[config.mk]
export PLATFORM = sky130hd
export DESIGN_NAME = mem_wb_stage
export DESIGN_NICKNAME = d
export VERILOG_FILES = /design/src/rtl/mem_wb_stage.sv
export SDC_FILE = /design/constraint.sdc
export NUM_CORES = 1
export LEC_CHECK = 0
export ABC_CLOCK_PERIOD_IN_PS = 2800
export CAP_MARGIN = 0
export CORE_ASPECT_RATIO = 1.5
export CORE_MARGIN = 3
export CORE_UTILIZATION = 44
export CTS_CLUSTER_DIAMETER = 80
export DETAILED_ROUTE_END_ITERATION = 7
export GPL_ROUTABILITY_DRIVEN = 0
export PLACE_DENSITY_LB_ADDON = 0.12
export SYNTH_ARGS = -nofsm -noshare
export SYNTH_HDL_FRONTEND = slang
export SYNTH_SLANG_ARGS = --single-unit
export TNS_END_PERCENT = 50
[constraint.sdc]
create_clock -name clk -period 2.8 [get_ports clk]
set_clock_uncertainty 0.1 [all_clocks]
set_input_delay 0.56 -clock clk [delete_from_list [all_inputs] [get_ports clk]]
set_output_delay 0.56 -clock clk [all_outputs]
set_load 0.1 [all_outputs]
[src/rtl/mem_wb_stage.sv]
// Memory/write-back stage: drives the register-file write port for ALU/jump results and
// runs loads/stores over a req/gnt/rvalid data bus, stalling upstream while an access is open.
module mem_wb_stage #(
    parameter int TIMEOUT_CYC = 64
) (
    input  logic        clk,
    input  logic        rst,
    input  logic [31:0] instruction_ppl,
    input  logic [31:0] PC_ppl,
    input  logic [31:0] ALU_ppl,
    input  logic [31:0] rdata2_forwarded_ppl,
    output logic        reg_wr,
    output logic [31:0] wdata,
    output logic        stall,
    output logic        dbus_req,
    output logic        dbus_we,
    output logic [31:0] dbus_addr,
    output logic [31:0] dbus_wdata,
    output logic [3:0]  dbus_be,
    input  logic        dbus_gnt,
    input  logic        dbus_rvalid,
    input  logic [31:0] dbus_rdata,
    output logic        misalign,
    output logic        bus_err
);

    localparam int CW = $clog2(TIMEOUT_CYC + 2);
    localparam logic [CW-1:0] CNT_LAST = CW'(TIMEOUT_CYC - 1);

    localparam logic [4:0] OP_LOAD   = 5'b00000;
    localparam logic [4:0] OP_STORE  = 5'b01000;
    localparam logic [4:0] OP_OPIMM  = 5'b00100;
    localparam logic [4:0] OP_OP     = 5'b01100;
    localparam logic [4:0] OP_LUI    = 5'b01101;
    localparam logic [4:0] OP_AUIPC  = 5'b00101;
    localparam logic [4:0] OP_JAL    = 5'b11011;
    localparam logic [4:0] OP_JALR   = 5'b11001;

    typedef enum logic [1:0] {S_IDLE, S_REQ, S_WAIT, S_DONE} state_t;

    state_t      state_q;
    logic [CW-1:0] cnt_q;
    logic        dbus_req_q;
    logic        dbus_we_q;
    logic [31:0] dbus_addr_q;
    logic [31:0] dbus_wdata_q;
    logic [3:0]  dbus_be_q;
    logic        bus_err_q;
    logic        is_ld_q;
    logic [2:0]  f3_q;
    logic [1:0]  a_q;
    logic [4:0]  rd_q;
    logic        ld_wr_q;
    logic [31:0] ld_data_q;
    logic        mis_seen_q;
    logic [31:0] mis_instr_q;
    logic [31:0] mis_pc_q;

    logic [4:0]  opcode;
    logic [4:0]  rd;
    logic [2:0]  f3;
    logic        is_load;
    logic        is_store;
    logic        mis_addr;
    logic        mem_go;
    logic        mem_bad;
    logic        writes_rd;
    logic        is_link;
    logic [3:0]  lane_be_d;
    logic [31:0] lane_wd_d;

    assign opcode = instruction_ppl[6:2];
    assign rd     = instruction_ppl[11:7];
    assign f3     = instruction_ppl[14:12];

    always_comb begin
        is_load   = (opcode == OP_LOAD) && (f3 inside {3'b000, 3'b001, 3'b010, 3'b100, 3'b101});
        is_store  = (opcode == OP_STORE) && (f3 inside {3'b000, 3'b001, 3'b010});
        mis_addr  = 1'b0;
        case (f3[1:0])
            2'b10:   mis_addr = (ALU_ppl[1:0] != 2'b00);
            2'b01:   mis_addr = ALU_ppl[0];
            default: mis_addr = 1'b0;
        endcase
        mem_go    = (is_load || is_store) && !mis_addr;
        mem_bad   = (is_load || is_store) && mis_addr;
        is_link   = (opcode == OP_JAL) || (opcode == OP_JALR);
        writes_rd = is_link || (opcode == OP_OPIMM) || (opcode == OP_OP) ||
                    (opcode == OP_LUI) || (opcode == OP_AUIPC);
    end

    // Store lanes; loads always fetch the full word and extract on return.
    always_comb begin
        lane_be_d = 4'b1111;
        lane_wd_d = 32'h0;
        if (is_store) begin
            case (f3[1:0])
                2'b00: begin
                    lane_be_d = 4'b0001 << ALU_ppl[1:0];
                    lane_wd_d = {4{rdata2_forwarded_ppl[7:0]}};
                end
                2'b01: begin
                    lane_be_d = ALU_ppl[1] ? 4'b1100 : 4'b0011;
                    lane_wd_d = {2{rdata2_forwarded_ppl[15:0]}};
                end
                default: begin
                    lane_be_d = 4'b1111;
                    lane_wd_d = rdata2_forwarded_ppl;
                end
            endcase
        end
    end

    function automatic logic [31:0] extract(input logic [2:0] fn, input logic [1:0] a,
                                            input logic [31:0] w);
        logic [7:0]  b;
        logic [15:0] h;
        b = w[{a, 3'b000} +: 8];
        h = a[1] ? w[31:16] : w[15:0];
        case (fn)
            3'b000:  return {{24{b[7]}}, b};
            3'b100:  return {24'h0, b};
            3'b001:  return {{16{h[15]}}, h};
            3'b101:  return {16'h0, h};
            default: return w;
        endcase
    endfunction

    always_ff @(posedge clk) begin
        if (rst) begin
            state_q      <= S_IDLE;
            cnt_q        <= '0;
            dbus_req_q   <= 1'b0;
            dbus_we_q    <= 1'b0;
            dbus_addr_q  <= 32'h0;
            dbus_wdata_q <= 32'h0;
            dbus_be_q    <= 4'h0;
            bus_err_q    <= 1'b0;
            is_ld_q      <= 1'b0;
            f3_q         <= 3'h0;
            a_q          <= 2'h0;
            rd_q         <= 5'h0;
            ld_wr_q      <= 1'b0;
            ld_data_q    <= 32'h0;
            mis_seen_q   <= 1'b0;
            mis_instr_q  <= 32'h0;
            mis_pc_q     <= 32'h0;
        end else begin
            bus_err_q  <= 1'b0;
            // Remember the last dropped access so a held instruction pulses only once.
            mis_seen_q <= (state_q == S_IDLE) && mem_bad;
            if ((state_q == S_IDLE) && mem_bad) begin
                mis_instr_q <= instruction_ppl;
                mis_pc_q    <= PC_ppl;
            end
            case (state_q)
                S_IDLE: begin
                    if (mem_go) begin
                        state_q      <= S_REQ;
                        cnt_q        <= '0;
                        dbus_req_q   <= 1'b1;
                        dbus_we_q    <= is_store;
                        dbus_addr_q  <= {ALU_ppl[31:2], 2'b00};
                        dbus_wdata_q <= lane_wd_d;
                        dbus_be_q    <= lane_be_d;
                        is_ld_q      <= is_load;
                        f3_q         <= f3;
                        a_q          <= ALU_ppl[1:0];
                        rd_q         <= rd;
                        ld_wr_q      <= 1'b0;
                    end
                end
                S_REQ: begin
                    cnt_q <= cnt_q + CW'(1);
                    if (dbus_gnt) begin
                        dbus_req_q <= 1'b0;
                        state_q    <= is_ld_q ? S_WAIT : S_DONE;
                    end else if (cnt_q >= CNT_LAST) begin
                        dbus_req_q <= 1'b0;
                        bus_err_q  <= 1'b1;
                        state_q    <= S_DONE;
                    end
                end
                S_WAIT: begin
                    cnt_q <= cnt_q + CW'(1);
                    if (dbus_rvalid) begin
                        ld_data_q <= extract(f3_q, a_q, dbus_rdata);
                        ld_wr_q   <= (rd_q != 5'd0);
                        state_q   <= S_DONE;
                    end else if (cnt_q >= CNT_LAST) begin
                        bus_err_q <= 1'b1;
                        state_q   <= S_DONE;
                    end
                end
                default: begin
                    state_q <= S_IDLE;
                    ld_wr_q <= 1'b0;
                end
            endcase
        end
    end

    always_comb begin
        reg_wr = 1'b0;
        wdata  = ALU_ppl;
        if (!rst) begin
            if (state_q == S_IDLE) begin
                reg_wr = writes_rd && (rd != 5'd0);
                wdata  = is_link ? (PC_ppl + 32'd4) : ALU_ppl;
            end else if (state_q == S_DONE) begin
                reg_wr = ld_wr_q;
                wdata  = ld_data_q;
            end
        end
    end

    assign stall = !rst && (((state_q == S_IDLE) && mem_go) ||
                            (state_q == S_REQ) || (state_q == S_WAIT));
    assign misalign = !rst && (state_q == S_IDLE) && mem_bad &&
                      !(mis_seen_q && (instruction_ppl == mis_instr_q) && (PC_ppl == mis_pc_q));

    assign bus_err    = bus_err_q;
    assign dbus_req   = dbus_req_q;
    assign dbus_we    = dbus_we_q;
    assign dbus_addr  = dbus_addr_q;
    assign dbus_wdata = dbus_wdata_q;
    assign dbus_be    = dbus_be_q;

endmodule

After elaboration in Yosys (flattened, before gate mapping):

Cells that the tools add are included.

* add/sub/neg operators: 2
* $lt $le $gt $ge: 1
* equal/unequal tests: 24
* shift operators: 2
* multiplexer cells: 34
* bitwise gates (word level): 1
* reduce and logical (&&, ||, !) cells: 42

Operator list (number)
* two-way mux 32 bit: 5
* case mux 32 bit (4 select lines): 1
* == test 32 bit: 2
* case mux 32 bit (2 select lines): 1
* adder 32 x 3 -> 32 bit (second input constant): 1
* indexed part select 32 x 6 -> 8 bit: 1
* two-way mux 16 bit: 1
* == test 5 x 4 -> 1 bit (second input constant): 3
* nonzero test 5 bit: 3
* case mux 7 bit (2 select lines): 1
* logical AND 1 bit: 13
* == test 3 bit (second input constant): 4
* two-way mux 1 bit: 12
* == test 5 x 3 -> 1 bit (second input constant): 2
* == test 5 bit (second input constant): 2
* logical OR 1 bit: 8
* two-way mux 2 bit: 4
* two-way mux 4 bit: 2
* case mux 4 bit (2 select lines): 1
* adder 7 x 1 -> 7 bit (second input constant): 1
* greater-or-equal comparator 7 x 6 -> 1 bit (second input constant): 1
* two-way mux 7 bit: 1
* == test 2 bit (second input constant): 3
* == test 3 x 1 -> 1 bit (second input constant): 2
* other kinds (18): 31

* flip-flop bits (word level): 187
* input bits: 164
* output and inout port bits: 106
* logic and storage cells: 123

Longest topological paths before layout:

* depth after elaboration: 9
* gate-level depth with buffers: 11
* mapped depth without buffers: 7

Worst setup path after synthesis:

OpenSTA, ideal clock, no wires.

* kind: input to output
* start point: in PC_ppl[4]
* end point: out wdata[13]
* data arrival time: 4127 ps
* required time: 2140 ps
* path slack: -1987 ps
* cell stages on the path: 6
* buffers on the path: 1
* path through: clkbuf_1 -> nand4_1 -> nor3_1 -> and3_1 -> xnor2_1 -> a221oi_1

* word-level cells in the longest chain between the ends: 4

RTL lines
* start, declared: RTL line 9 `input logic [31:0] PC_ppl,`
* adder 32 x 3 -> 32 bit: RTL line 209 `wdata = is_link ? (PC_ppl + 32'd4) : ALU_ppl;`
* two-way mux 32 bit: RTL line 209
* two-way mux 32 bit: RTL line 207 `if (state_q == S_IDLE) begin`
* two-way mux 32 bit: RTL line 206 `if (!rst) begin`
* end, declared: RTL line 13 `output logic [31:0] wdata,`

Every way passes these cells.

Worst setup path in the final report:

* start point: reg state_q[0]
* end point: out wdata[29]

* word-level cells in the longest chain between the ends: 4
* elaborated cells on any way between the ends: 5
* those cells by class: 1 x eq/ne; 3 x mux; 1 x reduce/logical

RTL lines
* start, declared: RTL line 41 `state_t state_q;`
* start signal, assigned: RTL line 177 `state_q <= is_ld_q ? S_WAIT : S_DONE;`
* == test 2 bit: RTL line 210 `end else if (state_q == S_DONE) begin`
* two-way mux 32 bit: RTL line 210
* two-way mux 32 bit *: RTL line 207
* two-way mux 32 bit *: RTL line 206

Mark *: on every way between the ends. The rest lies on a longest branch, timed or not.

==> impl_metrics.env <==
export IMPL_status="complete, but fails checks"
export IMPL_violations="setup timing"
export IMPL_pre_cts_slack_ps=-910.5
export IMPL_areaGrowthSynthToFinish_pct=60.33
export IMPL_clockBufferDepth=2
export IMPL_internal_power_w=0.006059
export IMPL_fin_crit_sh_pct=106.6
export IMPL_async_flop_share_pct=0
export IMPL_yosys_area_share_simple_pct=23.40
export IMPL_p_switching_w=0.003924
export IMPL_grt_pass1_vias=11140
export IMPL_setup_viol=25
export IMPL_min_period_ps=2984
export IMPL_finalMaxSlewViolations=0
export IMPL_final_cell_count_no_fill=1982
export IMPL_critPathKind="reg2out"
export IMPL_overflow=0
export IMPL_postSynthCellCount=1324
export IMPL_synth_top_family_by_area="simple AND/OR/NAND/NOR gates"
export IMPL_hpwl_mm=28.20
export IMPL_postRouteAntennaNets=0
export IMPL_utilization_pct=72.62
export IMPL_io_pins=270
export IMPL_synth_xor_area_share_pct=6.539
export IMPL_synth_edf_count=0
export IMPL_cp_top_family="buffers and inverters"
export IMPL_pwr_share_comb_pct=44.7
export IMPL_seq_area_frac_synth_pct=37.77
export IMPL_fin_tns_setup_ps=-1268
export IMPL_final_layout_size_suffix_gt1_share_pct=29.20
export IMPL_slowest_stage="dfxtp_4"
export IMPL_p_leak_nw=6.205
export IMPL_worst_path_buf_inv=5
export IMPL_die_area_um2=24400
export IMPL_synth_adder_area_share_pct=1.262
export IMPL_portBuffers=267
export IMPL_grt_pass1_wl_mm=59.32
export IMPL_clock_power_share_pct=26.5
export IMPL_grt_max_degree=78
export IMPL_initial_utilization_pct=45.29
export IMPL_clk_latency_ps=440
export IMPL_peakVddDrop_v=0.0004979
export IMPL_cpPeakStageDelay_ps=390
export IMPL_max_slew_margin_rel_pct=54.81
export IMPL_cts_sinks=187
export IMPL_seq_power_share_pct=28.8
export IMPL_num_rows=66
export IMPL_switching_share_pct=39.31
export IMPL_die_x_um=128.6
export IMPL_finalHoldViolCount=0
export IMPL_dr_pass1_iters=6
export IMPL_cp_end_kind="output port"
export IMPL_power_density_nw_per_um2=628.2
export IMPL_synth_area_leaders="dfxtp_1 38%, nand2_1 12%, a21oi_1 8.0%"
export IMPL_synth_compound_area_share_pct=22.52
export IMPL_maxCapViolCount=0
export IMPL_via_per_inst=5.813
export IMPL_htree_num_levels=4
export IMPL_die_y_um=189.8
export IMPL_synth_yosys_warnings=0
export IMPL_tightestPinTransition_ps=674.9
export IMPL_dpl_cell_count=1911
export IMPL_synthMuxAreaShare_pct=2.588
export IMPL_syn_cell_area_um2=9912
export IMPL_rsz0062_at_grt="true"
export IMPL_worstHoldPathType="in2reg"
export IMPL_cts_clk_slew_worst_paths_ps=70
export IMPL_crit_arrival_ps=2320
export IMPL_numCtsBuffers=17
export IMPL_setup_ws_ps=-184.5
export IMPL_yosysTopAreaCellShare_pct=37.77
export IMPL_syn_area_per_cell_um2=7.486
export IMPL_wl_mm=39.43
export IMPL_cts_tree="done"
export IMPL_clockRootBuffer="clkbuf_16"
export IMPL_drtIter0Drc=1125
export IMPL_fmax_mhz=335.1
export IMPL_track_usage_pct=30.77
export IMPL_critPathLaunchType="flop"
export IMPL_nets=1871
export IMPL_ys_ff_latch=187
export IMPL_crit_path_max_fanout=5
export IMPL_required_ps=2140
export IMPL_antenna_found_initial=1
export IMPL_design_core_area_um2=21880
export IMPL_crit_chain="inv_4, ha_4, buf_8, nor2b_4, buf_6, buf_16, a22oi_2, a21oi_1, o22ai_1, a21oi_2, buf_12"
export IMPL_dominantRegCellSynth="dfxtp_1"
export IMPL_synth_cell_types=60
export IMPL_power_total_w=0.009983
export IMPL_remaining_drc_errors=0
export IMPL_wl_per_cell_um=19.89
export IMPL_vias=11520
export IMPL_synth_area_leader_cell="dfxtp_1"
==> repair_timing <==
item,in CTS,in global routing
pin swaps,48,59
hold buffers,0,0
buffers inserted,22,16
gates resized for setup,216,114
cloned,2,1
endpoints found under the setup margin,100,38
==> synth_stat cells, types with 4 or more instances <==
cell / number
a21oi_1: 159
a221o_1: 6
a221oi_1: 8
a22o_1: 4
a22oi_1: 50
a311oi_1: 4
a31oi_1: 12
and3_1: 8
and4_1: 4
buf_2: 10
buf_6: 6
clkbuf_1: 77
dfxtp_1: 187
ha_1: 10
inv_1: 40
mux2_2: 19
nand2_1: 316
nand2b_1: 10
nand3_1: 23
nand4_1: 26
nor2_1: 74
nor2b_1: 11
nor3_1: 26
nor4_1: 7
o21ai_0: 51
o21bai_1: 4
o221ai_1: 13
o22a_1: 4
o22ai_1: 19
o32ai_1: 5
or3_1: 12
xnor2_1: 54
xor2_1: 20
==> cell usage in the layout, fill, tap and decap left out, types with 12 or more instances in the layout <==
master / synthesis / layout
xnor2_1: 54 / 37
nand2_1: 316 / 312
o22ai_1: 19 / 15
buf_6: 6 / 27
mux2_2: 19 / 19
clkbuf_2: 0 / 12
xor2_1: 20 / 16
nor3_1: 26 / 23
xnor2_2: 0 / 15
buf_12: 0 / 44
dfxtp_1: 187 / 182
dlymetal6s2s_1: 0 / 18
clkdlybuf4s50_1: 0 / 99
inv_1: 40 / 34
clkbuf_16: 0 / 18
a22oi_1: 50 / 44
buf_4: 2 / 216
dlygate4sd2_1: 0 / 12
nor2_1: 74 / 64
nand3_1: 23 / 19
o21ai_0: 51 / 37
a21oi_1: 159 / 154
nand4_1: 26 / 26
==> metrics by stage <==
stage | hold slack [ps] | area (um^2)
finish | 290.8 | 15890
global route | 301.9 | 15890
CTS | 355.8 | 15490
detailed placement | 346.2 | 14200
global placement | 339.1 | 14200
floorplan | 330.8 | 10290
==> final cells by class <==
type                    instances  area (um^2)
multi-input cells            1000         6575
repair buffers                451         4425
fillers                      1616         5992
flip-flops and latches        187         3757
well taps                     272        340.3
clock buffers                  21        480.5
clock inverters                10        152.6
inverters                      40        157.7
diodes                          1        2.502
==> registers in the layout (all words and copies together) (netlist names), 2 cells and up <==
register and cells:
cnt_q 7, dbus_addr 30, dbus_wdata 32, mis_instr_q 32, a_q 2, rd_q 5
dbus_be 4, ld_data_q 32, mis_pc_q 32, f3_q 3, state_q 2
==> worst paths after layout <==
check             slack, ps            to  startpoint  cells past startpoint
setup reg to reg        320      cnt_q[4]  state_q[0]                     10
setup / recovery       -180     wdata[29]  state_q[0]                     11
hold reg to reg         350       rd_q[2]     rd_q[2]                      2
hold / removal          290  mis_pc_q[29]  PC_ppl[29]                      3
==> worst register-to-register path, cell delays in order, from the launching register on <==
cell     delay (ps)
dfxtp_4         390
inv_4            50
ha_4            170
buf_4           140
inv_4            80
buf_12          120
buf_12          110
or3_4           140
buf_6           500
nand2_1         270
o32ai_1         300
==> layer usage <==
| metal | vias up | track usage [%] | share of wire [%] | routed length, um |
|---|---|---|---|---|
| met3 | 127 | 5.253 | 7.3 | 2863 |
| met1 | 5436 | 35.31 | 36 | 14240 |
| met2 | 594 | 54.90 | 51 | 20300 |
| li1 | 5365 | - | - | - |
| met5 | - | 0 | 0 | 0 |
| met4 | 0 | 14.39 | 5.1 | 2022 |
==> kinds of logic (layout without fill, tap and decap cells) <==
| group | Yosys count | count (layout) |
|---|---|---|
| AND/OR/NAND/NOR | 530 | 530 |
| buffers and inverters | 138 | 522 |
| AO/OA/AOI/OAI | 362 | 362 |
| adder cells (fa/ha/maj) | 10 | 10 |
| multiplexers | 22 | 22 |
| other | 1 | 3 |
| flip-flops | 187 | 187 |
| XOR/XNOR | 74 | 74 |
==> power by group through the flow <==
| stage | clock, W | combinational (W) | sequential, W |
|---|---|---|---|
| after floorplan | 0 | 0.00220 | 0.00298 |
| after global placement | 0 | 0.00384 | 0.00291 |
| after detailed placement | 0 | 0.00387 | 0.00291 |
| after CTS | 0.00266 | 0.00428 | 0.00287 |
| after global routing | 0.00276 | 0.00463 | 0.00288 |
| final | 0.00265 | 0.00446 | 0.00288 |
Power figures use the tool's default switching activity.
